**src/rtl/examp_if_pkg.sv**
```systemverilog
// Shared definitions for the examp request path: data width and request FSM states.
package examp_if_pkg;

  localparam int DATA_W = 8;

  typedef enum logic {
    IDLE  = 1'b0,
    DRIVE = 1'b1
  } req_state_e;

endpackage

```
**src/rtl/examp_req_fifo.sv**
```systemverilog
// Request buffer: DEPTH x W FIFO exposing the head word and the word behind it.
module examp_req_fifo
  import examp_if_pkg::*;
#(
  parameter int DEPTH = 4,
  parameter int W     = DATA_W
) (
  input  logic                       clk,
  input  logic                       rst,
  input  logic                       push,
  input  logic                       pop,
  input  logic [W-1:0]               wr_dat,
  output logic [W-1:0]               rd_dat,
  output logic [W-1:0]               nxt_dat,
  output logic                       full,
  output logic                       empty,
  output logic [$clog2(DEPTH+1)-1:0] count
);

  localparam int AW = $clog2(DEPTH);
  localparam int CW = $clog2(DEPTH + 1);

  logic [W-1:0]  mem_r [DEPTH];
  logic [AW-1:0] wr_ptr_r;
  logic [AW-1:0] rd_ptr_r;
  logic [CW-1:0] count_r;
  logic          push_s;
  logic          pop_s;

  assign push_s  = push & ~full;
  assign pop_s   = pop & ~empty;
  assign full    = (count_r == CW'(DEPTH));
  assign empty   = (count_r == {CW{1'b0}});
  assign count   = count_r;
  assign rd_dat  = mem_r[rd_ptr_r];
  assign nxt_dat = mem_r[rd_ptr_r + AW'(1)];

  // Storage array; no reset needed since occupancy qualifies every read.
  always_ff @(posedge clk) begin
    if (push_s) begin
      mem_r[wr_ptr_r] <= wr_dat;
    end
  end

  // Pointers wrap naturally because DEPTH is a power of two.
  always_ff @(posedge clk or posedge rst) begin
    if (rst) begin
      wr_ptr_r <= {AW{1'b0}};
      rd_ptr_r <= {AW{1'b0}};
      count_r  <= {CW{1'b0}};
    end else begin
      if (push_s) begin
        wr_ptr_r <= wr_ptr_r + AW'(1);
      end
      if (pop_s) begin
        rd_ptr_r <= rd_ptr_r + AW'(1);
      end
      count_r <= count_r + CW'(push_s) - CW'(pop_s);
    end
  end

endmodule

```
**src/rtl/examp_req_source.sv**
```systemverilog
// Request source: buffers upstream words and presents each until acknowledged.
// Optional wait timeout is compiled in with EXAMP_REQ_TIMEOUT_EN.
module examp_req_source
  import examp_if_pkg::*;
#(
  parameter int DEPTH   = 4,
  parameter int TIMEOUT = 255
) (
  input  logic              clk,
  input  logic              rst,
  input  logic              in_val,
  input  logic [DATA_W-1:0] in_dat,
  output logic              in_rdy,
  output logic              req_val,
  output logic [DATA_W-1:0] req_dat,
  input  logic              out,
  output logic              busy,
  output logic              err_timeout
);

  localparam int CW = $clog2(DEPTH + 1);

  req_state_e        state_r;
  req_state_e        state_nxt_s;
  logic [CW-1:0]     count_s;
  logic [CW-1:0]     count_nxt_s;
  logic [DATA_W-1:0] head_s;
  logic [DATA_W-1:0] nxt_s;
  logic [DATA_W-1:0] load_dat_s;
  logic [DATA_W-1:0] req_dat_r;
  logic              full_s;
  logic              empty_s;
  logic              push_s;
  logic              ack_s;
  logic              tmo_s;
  logic              pop_s;
  logic              load_s;
  logic              req_val_s;
  logic              in_rdy_r;
  logic              busy_r;

  assign req_val_s   = (state_r == DRIVE);
  assign push_s      = in_val & in_rdy_r & ~full_s;
  assign ack_s       = req_val_s & out;
  assign pop_s       = ack_s | tmo_s;
  assign count_nxt_s = count_s + CW'(push_s) - CW'(pop_s);

  assign in_rdy  = in_rdy_r;
  assign req_val = req_val_s;
  assign req_dat = req_dat_r;
  assign busy    = busy_r;

  examp_req_fifo #(
    .DEPTH (DEPTH),
    .W     (DATA_W)
  ) u_fifo (
    .clk     (clk),
    .rst     (rst),
    .push    (push_s),
    .pop     (pop_s),
    .wr_dat  (in_dat),
    .rd_dat  (head_s),
    .nxt_dat (nxt_s),
    .full    (full_s),
    .empty   (empty_s),
    .count   (count_s)
  );

`ifdef EXAMP_REQ_TIMEOUT_EN
  localparam int TW = $clog2(TIMEOUT + 1);

  logic [TW-1:0] tmo_cnt_r;
  logic          err_r;

  // Acknowledge wins over an expiring wait on the same edge.
  assign tmo_s       = req_val_s & ~out & (tmo_cnt_r == TW'(TIMEOUT - 1));
  assign err_timeout = err_r;

  // Wait counter: restarts with each word presented, advances while unacknowledged.
  always_ff @(posedge clk or posedge rst) begin
    if (rst) begin
      tmo_cnt_r <= {TW{1'b0}};
      err_r     <= 1'b0;
    end else begin
      if (load_s || tmo_s) begin
        tmo_cnt_r <= {TW{1'b0}};
      end else if (req_val_s) begin
        tmo_cnt_r <= tmo_cnt_r + TW'(1);
      end else begin
        tmo_cnt_r <= tmo_cnt_r;
      end
      err_r <= tmo_s;
    end
  end
`else
  assign tmo_s       = 1'b0;
  assign err_timeout = 1'b0;
`endif

  // Next state and word to present; a word pushed while the last one completes is bypassed.
  always_comb begin
    state_nxt_s = state_r;
    load_s      = 1'b0;
    load_dat_s  = head_s;
    case (state_r)
      IDLE: begin
        if (!empty_s) begin
          state_nxt_s = DRIVE;
          load_s      = 1'b1;
          load_dat_s  = head_s;
        end else begin
          state_nxt_s = IDLE;
        end
      end
      DRIVE: begin
        if (ack_s && (count_nxt_s != {CW{1'b0}})) begin
          state_nxt_s = DRIVE;
          load_s      = 1'b1;
          if (count_s == CW'(1)) begin
            load_dat_s = in_dat;
          end else begin
            load_dat_s = nxt_s;
          end
        end else if (pop_s) begin
          state_nxt_s = IDLE;
        end else begin
          state_nxt_s = DRIVE;
        end
      end
      default: begin
        state_nxt_s = IDLE;
      end
    endcase
  end

  // State and registered outputs, computed from post-edge occupancy.
  always_ff @(posedge clk or posedge rst) begin
    if (rst) begin
      state_r   <= IDLE;
      req_dat_r <= {DATA_W{1'b0}};
      in_rdy_r  <= 1'b0;
      busy_r    <= 1'b0;
    end else begin
      state_r <= state_nxt_s;
      if (load_s) begin
        req_dat_r <= load_dat_s;
      end else begin
        req_dat_r <= req_dat_r;
      end
      in_rdy_r <= (count_nxt_s != CW'(DEPTH));
      busy_r   <= (count_nxt_s != {CW{1'b0}}) | (state_nxt_s == DRIVE);
    end
  end

endmodule

```
**config.mk**
```make
export PLATFORM = sky130hd
export DESIGN_NAME = examp_req_source
export DESIGN_NICKNAME = d
export VERILOG_FILES = /design/src/rtl/examp_if_pkg.sv /design/src/rtl/examp_req_fifo.sv /design/src/rtl/examp_req_source.sv
export SDC_FILE = /design/constraint.sdc
export NUM_CORES = 1
export LEC_CHECK = 0
export CORE_ASPECT_RATIO = 1.25
export CORE_MARGIN = 1.5
export CORE_UTILIZATION = 53
export CTS_BUF_LIST = sky130_fd_sc_hd__clkbuf_2 sky130_fd_sc_hd__clkbuf_4 sky130_fd_sc_hd__clkbuf_8
export CTS_CLUSTER_SIZE = 40
export DETAILED_ROUTE_END_ITERATION = 8
export HOLD_SLACK_MARGIN = 0.12
export PLACE_DENSITY = 0.78
export SLEW_MARGIN = 30
export SYNTH_ARGS = -nofsm -noshare
export SYNTH_HDL_FRONTEND = slang
export SYNTH_HIERARCHICAL = 1
export SYNTH_SLANG_ARGS = --single-unit
```
**constraint.sdc**
```tcl
create_clock -name clk -period 2.8 [get_ports clk]
set_clock_uncertainty 0.15 [all_clocks]
set_input_delay 0.56 -clock clk [delete_from_list [all_inputs] [get_ports clk]]
set_output_delay 0.56 -clock clk [all_outputs]
set_load 0.01 [all_outputs]
```
==> results.txt <==
----------------------------------------------------
[Status]
  Status ... finished clean

[CTS]
  Clock root cell ... clkbuf_8
  Clock tree from TritonCTS ... yes
  H-tree depth ... 2
  Maximum buffer depth of the clock tree ... 2
  Source-to-sink clock delay at the later pin of the worst-skew pair ... between 200 and 300 ps
  Reg clk slew, reported paths ... 90 ps
  TritonCTS Sinks ... 50
  Clock buffers created by TritonCTS ... 5

[STA]
  Worst Tran Pin Value ... 612 ps
  Final max-slew violation count ... 0
  Final critical-path share of the clock period ... 0.977
  Worst slack on hold paths ... between 300 and 400 ps
  Tmin final ... 2740 ps
  Highest attainable clock frequency ... around 370 MHz
  Number of hold violations in the final report ... 0
  RSZ-0062 raised after global routing ... yes
  Slew HR ... 0.590
  Final setup violation count ... 0

[Logic synthesis]
  Main combinational cell family by area after synthesis ... multiplexers
  Syn Std Cell Area ... 2550 um2
  EDFF count, synth ... 32
  Mapped Avg Cell Area ... 16.2 um2
  Synthesized-area fraction occupied by adder cells ... 0.0500
  Proportion of synthesized area in mux cells ... 0.189
  Simple-gate area share of the yosys netlist ... 0.0745
  Compound-Gate Fraction of Synth Area ... 0.0642
  Post-synthesis xor/xnor area fraction ... 0.0265
  Post-Syn Instances ... 157
  Number of distinct library cells after synthesis ... 37
  Synthesis warning total ... 6
  Syn Nets ... 178
  Sequential fraction of the synthesis area ... 0.553
  Number of synthesized register bits ... 50
  Primary FF master, synth ... edfxtp_1
  Share of flip-flops with an asynchronous set or reset ... 0.360

[Pwr]
  Maximum resistive drop on vdd ... 0.627 mV
  Cell internal pwr ... between 2 and 2.5 mW
  Combinational group share of total power ... 0.561
  Portion of total power attributed to sequential cells ... 0.328
  Total leakage power ... between 1 and 1.5 nW
  Clock share of power ... 0.111
  Switching component of the power ... 1.29 mW
  Net switching share of the total power ... 0.353
  Cell area power density ... 1180 nW/um2

[Critical path]
  Critical path class ... reg -> reg
  Start of the worst register-to-register path ... u_fifo/count[2]$_DFF_PP0_
  Cell with the biggest individual delay on the critical path ... dfrtp_2
  FF-to-FF End ... req_dat[4]$_DFFE_PP0P_
  Worst path arrival time ... 2770 ps
  Slowest stage delay, CP ... 410 ps
  FF-to-FF path depth ... 10
  Required arrival time at the worst endpoint ... 2830 ps
  Setup slack of the worst register-to-register path ... 60 ps
  Highest net fanout along the worst path ... 5
  Cell-by-cell listing of the critical path ... nor3b_4, or2_4, xnor2_2, ha_2, fa_2, xnor3_2, o31ai_4, buf_6, nor2_1, a221o_1
  CP endpoint kind ... register
  Startpoint type of the worst setup path ... register

[Die]
  Floorplan die width ... 65.1 um
  Initial core utilization ... 0.543
  Placement Rows ... 28
  Count of boundary I/O pins ... 24
  Die boundary height ... ~81 um
  Die footprint ... 5240 um2
  Area of the core ... between 4000 and 5000 um2

[Detailed routing]
  Detailed-route DRC error count ... 0
  Violation count after the first detailed-routing iteration ... 71
  Number of vias per cell after detailed routing ... 5.81
  Number of antenna-violating nets in the routed design ... 0
  Via count ... 1539
  WL per Instance ... 19.2 um
  Total iterations of the first detailed-routing run ... 4
  Final WL ... 5080 um

[Finish]
  Post-synthesis to final-layout area growth ... 21.3%
  Post-route design area ... between 3000 and 4000 um2
  Number of antenna diodes ... 0
  Area of combinational cells with multiple inputs ... 1060 um2
  Final layout net count ... 225
  Sequential cell area ... 1410 um2
  Number of filler cells placed in the layout ... 335
  Share of layout cells above drive strength 1 ... 0.249

[Hold path]
  Start point of the worst min-delay path ... req_dat[7]$_DFFE_PP0P_
  Worst Hold Endpoint ... req_dat[7]$_DFFE_PP0P_
  HP Class ... reg -> reg
  Hold depth ... 1

[Run]
  Maxcap violations ... 0

[Global route]
  Overflow after GRT ... 0
  Wire length of the first global-routing pass ... 8180 um
  Via count of the first global-routing pass ... roughly 1600
  Global Route Usage Sum ... 0.216
  Pin count of the biggest net entering global routing ... 16
  Initial antenna violation count ... 0

[Placed design]
  GP Congestion ... 0.843
  HPWL after detailed placement ... 3610 um
  Total placed instance area ... 2950 um2
  Count of port buffers added during placement ... 22

----------------------------------------------------
-- synth_stat cells, types with 4 or more instances --
master / instances / area [um2]
xnor2_1: 5 / 43.8
mux4_1: 11 / 289
mux4_2: 5 / 113
nor2_1: 8 / 30.0
mux2i_1: 7 / 70.1
dfrtp_1: 18 / 450
buf_2: 4 / 20.0
inv_1: 12 / 45.0
a221o_1: 6 / 60.1
ha_1: 7 / 87.6
and3b_1: 4 / 35.0
nand2_1: 4 / 15.0
edfxtp_1: 32 / 961
-- worst max-delay path by stage --
stage,start,end,slack [ps]
global placement,in_val,req_dat[7]$_DFFE_PP0P_,-420
finish,u_fifo/count[2]$_DFF_PP0_,req_dat[4]$_DFFE_PP0P_,60
CTS,u_fifo/count[2]$_DFF_PP0_,req_dat[6]$_DFFE_PP0P_,4
floorplan,u_fifo/count[2]$_DFF_PP0_,req_dat[3]$_DFFE_PP0P_,-20
global route,u_fifo/count[2]$_DFF_PP0_,req_dat[4]$_DFFE_PP0P_,-30
detailed placement,in_val,req_dat[6]$_DFFE_PP0P_,-510
-- per-layer routing --
layer	vias up	global-route usage	share of wire
li1	700	-	-
met5	-	0	0
met2	35	0.386	0.55
met3	2	0.0420	0.029
met1	802	0.268	0.41
met4	0	0.0563	0.0057
-- sequential cells by signal (all words and copies together), names as in the netlist --
name / flops
u_fifo/count: 3
u_fifo/mem_r: 32
u_fifo/rd_ptr_r: 2
u_fifo/wr_ptr_r: 2
in_rdy: 1
req_dat: 8
busy: 1
req_val: 1
-- cell families after synthesis --
| group | Yosys count |
|---|---|
| other | 1 |
| XOR/XNOR | 6 |
| flip-flops | 50 |
| multiplexers | 24 |
| AO/OA/AOI/OAI | 18 |
| adder cells (fa/ha/maj) | 9 |
| buffers and inverters | 19 |
| AND/OR/NAND/NOR | 30 |
-- final cells by class --
class	count	area share
flip-flops and latches	50	0.457
multi-input cells	88	0.343
repair buffers	47	0.134
clock buffers	6	0.0247
well taps	60	0.0243
inverters	12	0.0146
clock inverters	2	0.00323
-- placed cells by master (no fill, tap or decap), types with 2 or more instances in the layout --
| cell | instances |
|---|---|
| clkinv_2 | 2 |
| nand2_1 | 4 |
| nor2b_1 | 3 |
| mux4_2 | 5 |
| ha_1 | 6 |
| xnor2_1 | 4 |
| mux4_1 | 11 |
| and3b_1 | 4 |
| o211ai_1 | 2 |
| nand4bb_1 | 2 |
| a21oi_1 | 2 |
| buf_4 | 23 |
| inv_1 | 12 |
| nor2_1 | 8 |
| dfrtp_1 | 17 |
| clkbuf_8 | 5 |
| edfxtp_1 | 32 |
| nand2b_1 | 3 |
| buf_6 | 2 |
| a221o_1 | 6 |
| mux2i_1 | 7 |
| clkdlybuf4s50_1 | 21 |
-- power by group through the flow --
stage	sequential (mW)	clock [mW]	combinational [mW]
2_1_floorplan	1.21	0	1.21
3_3_place_gp	1.19	0	1.79
3_5_place_dp	1.21	0	1.88
4_1_cts	1.20	0.411	2.08
5_1_grt	1.23	0.440	2.22
6_report	1.20	0.403	2.05
-- stage by stage --
step / cells / util / power [mW] / setup WS, ps / setup TNS, ps
3_3_place_gp: 252 / 0.629 / 2.98 / -420 / -3460
6_report: 265 / 0.659 / 3.64 / 63.9 / 0
3_5_place_dp: 252 / 0.629 / 3.09 / -508 / -4280
5_1_grt: 265 / 0.659 / 3.88 / -28.9 / -85.2
4_1_cts: 264 / 0.663 / 3.69 / 4.32 / 0
2_1_floorplan: 157 / - / 2.42 / -16.0 / -80.2
-- critical path, delay by kind of cell (launching register included) --
kind / cells / cell delay (ps)
compound gates: 2 / 540
fa+ha+maj: 2 / 500
simple gates: 3 / 460
flops: 1 / 410
xor+xnor: 2 / 400
buf+inv: 1 / 160
-- repair_timing --
action | CTS | global route
endpoints found under the setup margin | 8 | 7
cloned | 1 | 0
resized for setup | 8 | 3
setup buffers | 3 | 4
hold buffers | 0 | 0
pin swaps | 7 | 6
endpoints found under the hold margin | 0 | 0
No activity file was read; power rests on OpenSTA's default activity.
